File: src/rtl/tick_scheduler.sv
// Three-channel timebase generator: per-channel clock-enable strobes and square waves
// from a single clock. A reprogrammed divide constant is swapped in only at a period boundary.
module tick_scheduler #(
  parameter int unsigned DIV0_RST = 10,
  parameter int unsigned DIV1_RST = 100,
  parameter int unsigned DIV2_RST = 100,
  parameter bit          CASCADE  = 1'b1
) (
  input  logic        clk_in,
  input  logic        rst,
  input  logic        run,
  input  logic        cfg_valid,
  output logic        cfg_ready,
  input  logic [1:0]  cfg_sel,
  input  logic [11:0] cfg_div,
  output logic        cfg_err,
  output logic [2:0]  tick,
  output logic [2:0]  sq,
  output logic [2:0]  applied
);

  localparam int NCH = 3;
  localparam logic [11:0] DIV_RST [NCH] = '{12'(DIV0_RST), 12'(DIV1_RST), 12'(DIV2_RST)};

  logic [11:0]    act_q  [NCH];
  logic [11:0]    act_d  [NCH];
  logic [11:0]    pend_q [NCH];
  logic [11:0]    pend_d [NCH];
  logic [11:0]    cnt_q  [NCH];
  logic [11:0]    cnt_d  [NCH];
  logic [NCH-1:0] pv_q, pv_d;
  logic [NCH-1:0] sq_q, sq_d;
  logic [NCH-1:0] applied_q, applied_d;
  logic           cfg_err_q, cfg_err_d;

  logic [NCH-1:0] is_last;
  logic [NCH-1:0] step;
  logic [NCH-1:0] wrap;
  logic [NCH-1:0] wr;
  logic           accept;

  genvar gi;
  generate
    for (gi = 0; gi < NCH; gi++) begin : g_ch
      // A disabled channel (act==0) never reaches its last count.
      assign is_last[gi] = (act_q[gi] != 12'd0) && (cnt_q[gi] == act_q[gi] - 12'd1);
      assign wr[gi]      = accept && (cfg_sel == 2'(gi));
    end
  endgenerate

  // Channel 2 may step on channel 1's wrap in the same cycle; no registered delay.
  assign step = {run & (CASCADE ? is_last[1] : 1'b1), run, run};
  assign wrap = step & is_last;

  // Ready depends only on the selected pending flag, never on cfg_valid.
  always_comb begin
    cfg_ready = 1'b1;
    case (cfg_sel)
      2'd0:    cfg_ready = ~pv_q[0];
      2'd1:    cfg_ready = ~pv_q[1];
      2'd2:    cfg_ready = ~pv_q[2];
      default: cfg_ready = 1'b1;
    endcase
  end

  assign accept    = cfg_valid & cfg_ready;
  assign cfg_err_d = accept & (cfg_sel == 2'd3);

  always_comb begin
    act_d     = act_q;
    pend_d    = pend_q;
    cnt_d     = cnt_q;
    pv_d      = pv_q;
    applied_d = '0;
    sq_d      = '0;
    for (int i = 0; i < NCH; i++) begin
      // A write only lands when pv is clear, so it never collides with an apply below.
      if (wr[i]) begin
        pend_d[i] = cfg_div;
        pv_d[i]   = 1'b1;
      end
      if (act_q[i] == 12'd0) begin
        cnt_d[i] = 12'd0;
        if (pv_q[i]) begin
          act_d[i]     = pend_q[i];
          pv_d[i]      = 1'b0;
          applied_d[i] = 1'b1;
        end
      end else if (wrap[i]) begin
        cnt_d[i] = 12'd0;
        if (pv_q[i]) begin
          act_d[i]     = pend_q[i];
          pv_d[i]      = 1'b0;
          applied_d[i] = 1'b1;
        end
      end else if (step[i]) begin
        cnt_d[i] = cnt_q[i] + 12'd1;
      end
      // Registered so that sq lines up with the counter value it describes.
      sq_d[i] = (cnt_d[i] < (act_d[i] >> 1));
    end
  end

  always_ff @(posedge clk_in) begin
    if (rst) begin
      for (int i = 0; i < NCH; i++) begin
        act_q[i]  <= DIV_RST[i];
        pend_q[i] <= 12'd0;
        cnt_q[i]  <= 12'd0;
      end
      pv_q      <= '0;
      sq_q      <= '0;
      applied_q <= '0;
      cfg_err_q <= 1'b0;
    end else begin
      act_q     <= act_d;
      pend_q    <= pend_d;
      cnt_q     <= cnt_d;
      pv_q      <= pv_d;
      sq_q      <= sq_d;
      applied_q <= applied_d;
      cfg_err_q <= cfg_err_d;
    end
  end

  assign tick    = wrap;
  assign sq      = sq_q;
  assign applied = applied_q;
  assign cfg_err = cfg_err_q;

endmodule

File: config.mk
export PLATFORM = sky130hd
export DESIGN_NAME = tick_scheduler
export DESIGN_NICKNAME = d
export VERILOG_FILES = /design/src/rtl/tick_scheduler.sv
export SDC_FILE = /design/constraint.sdc
export NUM_CORES = 1
export LEC_CHECK = 0
export CAP_MARGIN = 25
export CORE_UTILIZATION = 30
export CTS_CLUSTER_SIZE = 24
export DETAILED_ROUTE_END_ITERATION = 10
export DONT_BUFFER_PORTS = 1
export PLACE_DENSITY = 0.43
export SLEW_MARGIN = 20
export SYNTH_ARGS = -nofsm -noshare
export SYNTH_HDL_FRONTEND = slang
export SYNTH_SLANG_ARGS = --single-unit
export TNS_END_PERCENT = 50
File: constraint.sdc
create_clock -name clk_in -period 9.2 [get_ports clk_in]
set_clock_uncertainty 0.2 [all_clocks]
set_input_delay 0.46 -clock clk_in [delete_from_list [all_inputs] [get_ports clk_in]]
set_output_delay 0.46 -clock clk_in [all_outputs]
set_load 0.005 [all_outputs]
# Word-level counts from Yosys, hierarchy flattened
# Index checks and enable logic that the tools add are counted.
# word_totals
ff_bits,118
latchBits,0
mem_bits_rw,0
rom_bits,0
input_bits,18
output_inout_bits,11
wordCells,94
mem_count,0
# classes
n_addsub,6
multipliers,0
n_div,0
order_cmp,3
eq_ne,6
shift,0
n_mux,40
bitwise,7
reduce_logical,16
# ops
cell,n
12-bit 2-to-1 mux,18
12-bit by 1-bit adder with 12-bit output (second input constant),3
12-bit equality test,3
12-bit logical NOT,3
12-bit by 11-bit less-than comparator with 1-bit output,3
12-bit nonzero test,3
12-bit by 1-bit subtractor with 12-bit output (second input constant),3
1-bit 2-to-1 mux,21
1-bit logical AND,6
2-bit nonzero test,3
2-bit equality test (second input constant),2
1-bit AND,3
3-bit AND,1
1-bit inverter,3
1-bit case mux with 3 select lines,1
2-bit by 1-bit equality test with 1-bit output (second input constant),1
2-bit logical NOT,1

# Depth between registers and ports, before layout
# Gate-level depths: netlist of run 1.
# logic_depth
ltp_word,8
depth_mapped,19
depth_no_buf,17

# Worst setup path before layout of run 1
# No wires, ideal clock.
# synth_path
kind,flip-flop to flip-flop
startpoint,register act_q[12] (netlist bit)
endpoint,register sq_q[2] (netlist: sq[2])
t_arrival_ns,3.655
path_slack_ns,5.259
stages_incl_launch_ff,20
path_buffers,3
synth_period_minus_slack_ns,3.941
cell_sequence,dfxtp_1 -> clkbuf_1 -> inv_1 -> ha_1 -> nor3b_1 -> nand4b_1 -> o22a_1 -> a211oi_1 -> and2_4 -> buf_8 -> a21o_4 -> buf_6 -> nand3_2 -> and2_1 -> ha_1 -> nand4_1 -> nor3_1 -> a2111oi_0 -> o21ai_0 -> a221oi_2
# synth_between
elab_chain_len,8
elab_cells_between_ends,12
# synth_lines
item,line_no,rtl
from (decl),25,logic [11:0] act_q [NCH];
"from (signal, indexed assignment)",107,act_q[i] <= DIV_RST[i];
from (signal assigned),116,act_q <= act_d;
12-bit by 1-bit subtractor with 12-bit output,46,assign is_last[gi] = (act_q[gi] != 12'd0) && (cnt_q[gi] == act_q[gi] - 12'd1);
12-bit equality test,46,
1-bit logical AND *,46,
1-bit AND *,52,"assign step = {run & (CASCADE ? is_last[1] : 1'b1), run, run};"
12-bit 2-to-1 mux / 3-bit AND (equally long branches),"96, 53",
12-bit 2-to-1 mux,89,end else if (wrap[i]) begin
12-bit 2-to-1 mux,82,if (act_q[i] == 12'd0) begin
12-bit by 11-bit less-than comparator with 1-bit output *,100,sq_d[i] = (cnt_d[i] < (act_d[i] >> 1));
to (signal assigned),120,sq_q <= sq_d;
to (decl),32,"logic [NCH-1:0] sq_q, sq_d;"
# Every way passes the cells marked *; elsewhere a longest branch is shown, timed or not. The select of a mux whose other input is x is not followed.
# A chain may end at the register's enable or synchronous reset.

# Final worst setup path of run 1
# layout_path
startpoint,register act_q[24] (netlist bit)
endpoint,register sq_q[0] (netlist: sq[0])
# layout_between
elab_chain_len,7
elab_cells_between_ends,11
# layout_lines
item,line_no,rtl
12-bit by 1-bit subtractor with 12-bit output,46,
12-bit equality test,46,
1-bit logical AND,46,
3-bit AND,53,assign wrap = step & is_last;
12-bit 2-to-1 mux,89,
12-bit 2-to-1 mux,82,
12-bit by 11-bit less-than comparator with 1-bit output *,100,
# Marked as above.

==> results of run 1 <==
cell families (layout without fill, tap and decap cells):
group / count (synthesis) / after routing / synth area share
AOI/OAI and AO/OA: 133 / 133 / 0.123
and+or+nand+nor: 351 / 351 / 0.269
xor gates and xnor gates: 78 / 78 / 0.103
adders and majority gates: 39 / 39 / 0.0720
muxes: 30 / 30 / 0.0443
buffers and inverters: 56 / 62 / 0.0401
DFF: 118 / 118 / 0.349
final cells by class:
type                       instances  share of cell area
inverter                          13             0.00637
sequential                       118               0.309
tap                              280              0.0458
timing repair buffer              17              0.0232
clock inverter                    15              0.0195
multi-input combinational        631               0.541
clock buffer                      17              0.0556
through the flow:
| step | cells | setup slack (ns) | utilization | hold slack, ns |
|---|---|---|---|---|
| after CTS | 1090 | 4.42 | 0.348 | 0.000367 |
| final | 1091 | 4.42 | 0.349 | 0.00361 |
| after global placement | 1045 | 4.45 | 0.315 | 0.247 |
| after detailed placement | 1045 | 4.46 | 0.315 | 0.246 |
| after floorplan | 805 | 5.26 | - | 0.236 |
| after global routing | 1091 | 3.95 | 0.349 | 0.00460 |
flip-flops by register name, indices dropped and copies added (netlist names):
register,count
pv_q,3
pend_q,36
applied,3
cnt_q,36
sq,3
act_q,36
cfg_err,1
placed cells by master (no fill, tap or decap), types with 22 or more instances in the layout:
cell type / instances
a21oi_1: 61
and3_1: 23
dfxtp_1: 118
ha_1: 39
mux2i_1: 30
nand2_1: 103
nand3_1: 22
nor2_1: 65
nor3_1: 36
xnor2_1: 36
xor2_1: 41
worst reg2reg max path, stage by stage (launching register included):
cell and delay (ns):
dfxtp_1 0.45, inv_1 0.14, ha_1 0.30, a2111oi_0 0.39, a31oi_1 0.10, or4_4 0.51
o21ai_4 0.61, nand2_2 0.44, mux2i_1 0.33, ha_1 0.28, a21o_1 0.16, a211o_1 0.32
a221oi_1 0.22, o21ai_0 0.13, a21oi_1 0.14
routing by layer:
layer	part of all wire	routed length, um	vias up
met4	0.015	275	0
met5	0	0	-
met3	0.046	858	21
li1	-	-	2830
met1	0.51	9370	2739
met2	0.43	8020	122
cell usage after synthesis, drive strengths merged, types with 21 or more instances:
cell type | count | area (um^2)
dfxtp | 118 | 2360
nand2 | 104 | 393
nor2 | 65 | 244
a21oi | 62 | 322
xor2 | 41 | 359
ha | 39 | 488
nor3 | 38 | 200
xnor2 | 36 | 315
clkbuf | 30 | 113
mux2i | 30 | 300
nand3 | 28 | 170
o21ai | 26 | 145
and3 | 23 | 144
and2 | 21 | 134
nand4 | 21 | 131
worst max-delay path by stage:
stage,from,end,slack (ns),depth (start not counted)
floorplan,act_q[12],sq[2],5.26,19
global placement,act_q[24],sq[0],4.45,14
detailed placement,act_q[24],sq[0],4.46,14
CTS,act_q[24],sq[0],4.42,14
global route,act_q[24],sq[0],3.95,15
finish,act_q[24],sq[0],4.42,14
power by group through the flow:
stage	Sequential [mW]	Combinational, mW	Clock [mW]
after floorplan	0.536	0.0327	0
after global placement	0.542	0.0317	0
after detailed placement	0.542	0.0320	0
after CTS	0.531	0.0476	0.656
after global routing	0.532	0.0531	0.682
final	0.531	0.0475	0.639
==> results.json, run 1 <==
{
  "critPathRequiredTime_ns": 9.35,
  "async_flop_share": 0,
  "p_switching_uw": 302,
  "fmax_mhz": 209,
  "power_density_nw_per_um2": 159,
  "critPathSlowestCell": "o21ai_4",
  "wl_mm": 18.5,
  "drive_gt1_frac": 0.0801,
  "core_area_um2": 22000,
  "hold_depth": 2,
  "via_per_inst": 5.24,
  "synth_edf_count": 0,
  "fin_tns_setup_ns": 0,
  "p_leak_nw": 3.11,
  "gp_routability_congestion": 0.846,
  "clock_sinks": 118,
  "synth_ff_type": "dfxtp_1",
  "startpoint_type": "flop",
  "grt_max_degree": 99,
  "hold_viol": 0,
  "crit_path_frequent_cell": "ha_1",
  "start_util": 0.309,
  "grt-ovfl-total": 0,
  "hold_end": "pend_q[1]",
  "grtUsageMet2": 0.249,
  "rsz0062_at_grt": "no",
  "crit_buf_inv": 1,
  "grtUsageTotal": 0.165,
  "numPortBuffers": 0,
  "busiest_layer": "met2",
  "finalPower_mw": 1.22,
  "stdcell_area_um2": 7650,
  "fin_nets": 855,
  "maxCapViolCount": 0,
  "die_area_um2": 23200,
  "r2r-start": "act_q[24]",
  "placed_area_um2": 6930,
  "outcome": "completed",
  "grt_pass1_vias": 5574,
  "multi_input_area_um2": 4140,
  "syn_inst": 805,
  "n_fill_cell": 2261,
  "cpPeakStageDelay_ns": 0.61,
  "cts_tree": "built",
  "postCtsSetupBuffers": 0,
  "rows": 54,
  "critical_path_class": "flop to flop",
  "ant_nets": 0,
  "ff_latch_area_um2": 2360,
  "finalCriticalPeriod_ns": 4.78,
  "antenna_found_initial": 0,
  "root_buffer": "clkbuf_16",
  "drt_iter0_drc": 353,
  "crit_family": "compound AO/OA/AOI/OAI gates",
  "yosys_warnings": 0,
  "die_width_um": 152,
  "pwr-share-comb": 0.039,
  "cts_resized": 0,
  "hold_path.class": "primary input to flop",
  "r2r_end": "sq[0]",
  "p_clk_frac": 0.525,
  "path_clk_slew_ns": 0.06,
  "hpwlAfterDp_mm": 13.6,
  "avgRoutedWirePerCell_um": 17.0,
  "io-pin-count": 29,
  "period_share": 0.520,
  "critPathMaxFanout": 28,
  "switching_share": 0.248,
  "reg2reg_depth": 14,
  "hold_buffers": 13,
  "avgSynthCellArea_um2": 8.42,
  "ys_ff_latch": 118,
  "min-delay-start": "cfg_div[1]",
  "cts_buffers": 17,
  "p_int_uw": 915,
  "dieHeight_um": 152,
  "tightest_slew_ns": 0.819,
  "syn_area_um2": 6780,
  "arrival_ns": 4.93,
  "ir_drop_mv": 0.118,
  "grt_first_pass_wirelength_mm": 30.2,
  "antennaDiodeCount": 0,
  "cp-end-kind": "flop",
  "grtUsageMet1": 0.234,
  "path_cells": "inv_1 > ha_1 > a2111oi_0 > a31oi_1 > or4_4 > o21ai_4 > nand2_2 > mux2i_1 > ha_1 > a21o_1 > a211o_1 > a221oi_1 > o21ai_0 > a21oi_1",
  "grt_util_met3": 0.0307,
  "syn_to_final_growth_pct": 13.0,
  "vias": 5712,
  "r2r_slack_ns": 4.42,
  "relSlewSlack": 0.453,
  "setup_viol": 0,
  "slew_violations": 0,
  "drcViolationCount": 0,
  "synth_cell_types": 72,
  "sequentialPowerShare": 0.436,
  "yosysSeqAreaShare": 0.349,
  "firstDrtPassIters": 4,
  "syn_nets": 862,
  "cts_buffer_depth": 2,
  "worst_skew_pair.late_latency_ns": 0.42,
  "htree_levels": 4
}
(Power assumes the default switching activity.)
==> inputs of run 2 (changes only) <==
==> constraint.sdc (replaced) <==
create_clock -name clk_in -period 5 [get_ports clk_in]
set_clock_uncertainty 0.2 [all_clocks]
set_input_delay 0.25 -clock clk_in [delete_from_list [all_inputs] [get_ports clk_in]]
set_output_delay 0.25 -clock clk_in [all_outputs]
set_load 0.005 [all_outputs]
==> run 2 against run 1 <==
Compared with the run above:
- sequential share of layout area shrank 0.46 points
- critical path type unchanged
- die area unchanged
- wire length increased by 3.1%
- utilization up 0.52 points
==> results.json, run 2 (synthesized netlist as in run 1, its figures left out) <==
{
  "pwr-share-comb": 0.040,
  "rows": 54,
  "slew_violations": 0,
  "period_share": 0.901,
  "cts_tree": "built",
  "p_int_mw": 1.74,
  "grt-ovfl-total": 0,
  "grt_first_pass_wirelength_mm": 31.2,
  "layout_setup_ws_ns": 0.494,
  "die_area_um2": 23200,
  "finalPower_mw": 2.29,
  "hold_viol": 0,
  "p_leak_nw": 3.16,
  "grt_max_degree": 100,
  "arrival_ns": 4.66,
  "utilization": 0.354,
  "via_per_inst": 5.19,
  "numPortBuffers": 0,
  "switching_share": 0.240,
  "final_cells": 1102,
  "vias": 5723,
  "dieHeight_um": 152,
  "hold_end": "sq[0]",
  "fin_tns_setup_ns": 0,
  "final_common_cell": "dfxtp_1",
  "stdcell_area_um2": 7770,
  "top_regs": "act_q: 36 flops, cnt_q: 36 flops, pend_q: 36 flops",
  "drcViolationCount": 0,
  "r2r-start": "act_q[13]",
  "cts_buffers": 17,
  "drive_gt1_frac": 0.0816,
  "dp.cells": 1047,
  "setup_viol": 0,
  "hpwlAfterDp_mm": 13.7,
  "wl_mm": 19.1,
  "maxCapViolCount": 0,
  "power_density_nw_per_um2": 295,
  "p_clk_frac": 0.534,
  "grtUsageTotal": 0.172,
  "fin_nets": 865,
  "path_clk_slew_ns": 0.06,
  "clock_sinks": 118,
  "grt_pass1_vias": 5715,
  "placed_area_um2": 6940,
  "critPathRequiredTime_ns": 5.15,
  "outcome": "completed",
  "ant_nets": 0,
  "fmax_mhz": 222,
  "antenna_found_initial": 1,
  "drt_iter0_drc": 337,
  "critical_path_class": "flop to flop",
  "start_util": 0.309,
  "die_width_um": 152,
  "final_cell_mix": "118 x dfxtp_1, 103 x nand2_1, 65 x nor2_1",
  "worst_skew_pair.late_latency_ns": 0.42,
  "rsz0062_at_grt": "no",
  "cts_buffer_depth": 2,
  "tightest_slew_ns": 0.876,
  "hold_depth": 4,
  "cts_resized": 0,
  "hold_path.class": "primary input to flop",
  "core_area_um2": 22000,
  "p_switching_uw": 551,
  "startpoint_type": "flop",
  "root_buffer": "clkbuf_16",
  "gp_routability_congestion": 0.808,
  "syn_to_final_growth_pct": 14.7,
  "critPathMaxFanout": 22,
  "cp-end-kind": "flop",
  "hold_slack_ns": 0.00943,
  "avgRoutedWirePerCell_um": 17.3,
  "relSlewSlack": 0.416,
  "r2r_slack_ns": 0.49,
  "io-pin-count": 29,
  "reg2reg_depth": 17,
  "r2r_end": "sq[1]",
  "htree_levels": 4,
  "sequentialPowerShare": 0.426,
  "ir_drop_mv": 0.220,
  "min-delay-start": "rst",
  "finalCriticalPeriod_ns": 4.51,
  "dpl_worst_slack_ns": 0.486,
  "firstDrtPassIters": 5
}
==> run 2: critical path, cell delays in order (launching register included) <==
cell and delay (ns):
dfxtp_1 0.39, inv_1 0.11, ha_1 0.14, nor4b_1 0.34
nand2_1 0.10, a221o_1 0.31, and3_1 0.20, and2_4 0.25
o21ai_2 0.73, mux2i_1 0.33, ha_1 0.29, a21o_1 0.18
a21o_1 0.17, a21oi_1 0.18, nor2b_1 0.20, nor2b_1 0.14
o21ai_0 0.07, nand2_1 0.10
==> run 2: worst max path at each step <==
stage                     startpoint    end  slack, ns  depth (start not counted)
after CTS                  act_q[13]  sq[2]       0.44                         16
final                      act_q[13]  sq[1]       0.49                         17
after global placement     act_q[12]  sq[1]       0.52                         17
after detailed placement   act_q[13]  sq[2]       0.49                         16
after global routing       act_q[13]  sq[1]       0.07                         17
after floorplan            act_q[12]  sq[2]       1.06                         19
==> run 2: metal layers <==
layer / track usage / part of all wire / up-vias
li1: - / - / 2852
met1: 0.236 / 0.51 / 2762
met2: 0.268 / 0.44 / 88
met3: 0.0358 / 0.036 / 21
met4: 0.0539 / 0.012 / 0
met5: 0 / 0 / -
==> run 2: area by class of cell <==
| type | count | area [um^2] |
|---|---|---|
| Fill cell | 2264 | 14200 |
| Clock inverter | 14 | 151 |
| Multi-Input combinational cell | 632 | 4150 |
| Antenna cell | 1 | 2.50 |
| Tap cell | 280 | 350 |
| Sequential cell | 118 | 2360 |
| Inverter | 13 | 48.8 |
| Clock buffer | 18 | 439 |
| Timing Repair Buffer | 26 | 265 |
==> run 2: power by group through the flow <==
stage | combinational, mW | clock (mW) | sequential (mW)
3_5_place_dp | 0.0597 | 0 | 0.997
2_1_floorplan | 0.0601 | 0 | 0.987
5_1_grt | 0.104 | 1.30 | 0.979
3_3_place_gp | 0.0588 | 0 | 0.997
6_report | 0.0925 | 1.22 | 0.977
4_1_cts | 0.0933 | 1.25 | 0.977
==> run 2: repair_timing <==
action	4_1_cts	5_1_grt
hold endpoints to repair	100	0
hold buffers	21	0
buffers inserted	0	0
endpoints found under the setup margin	0	1
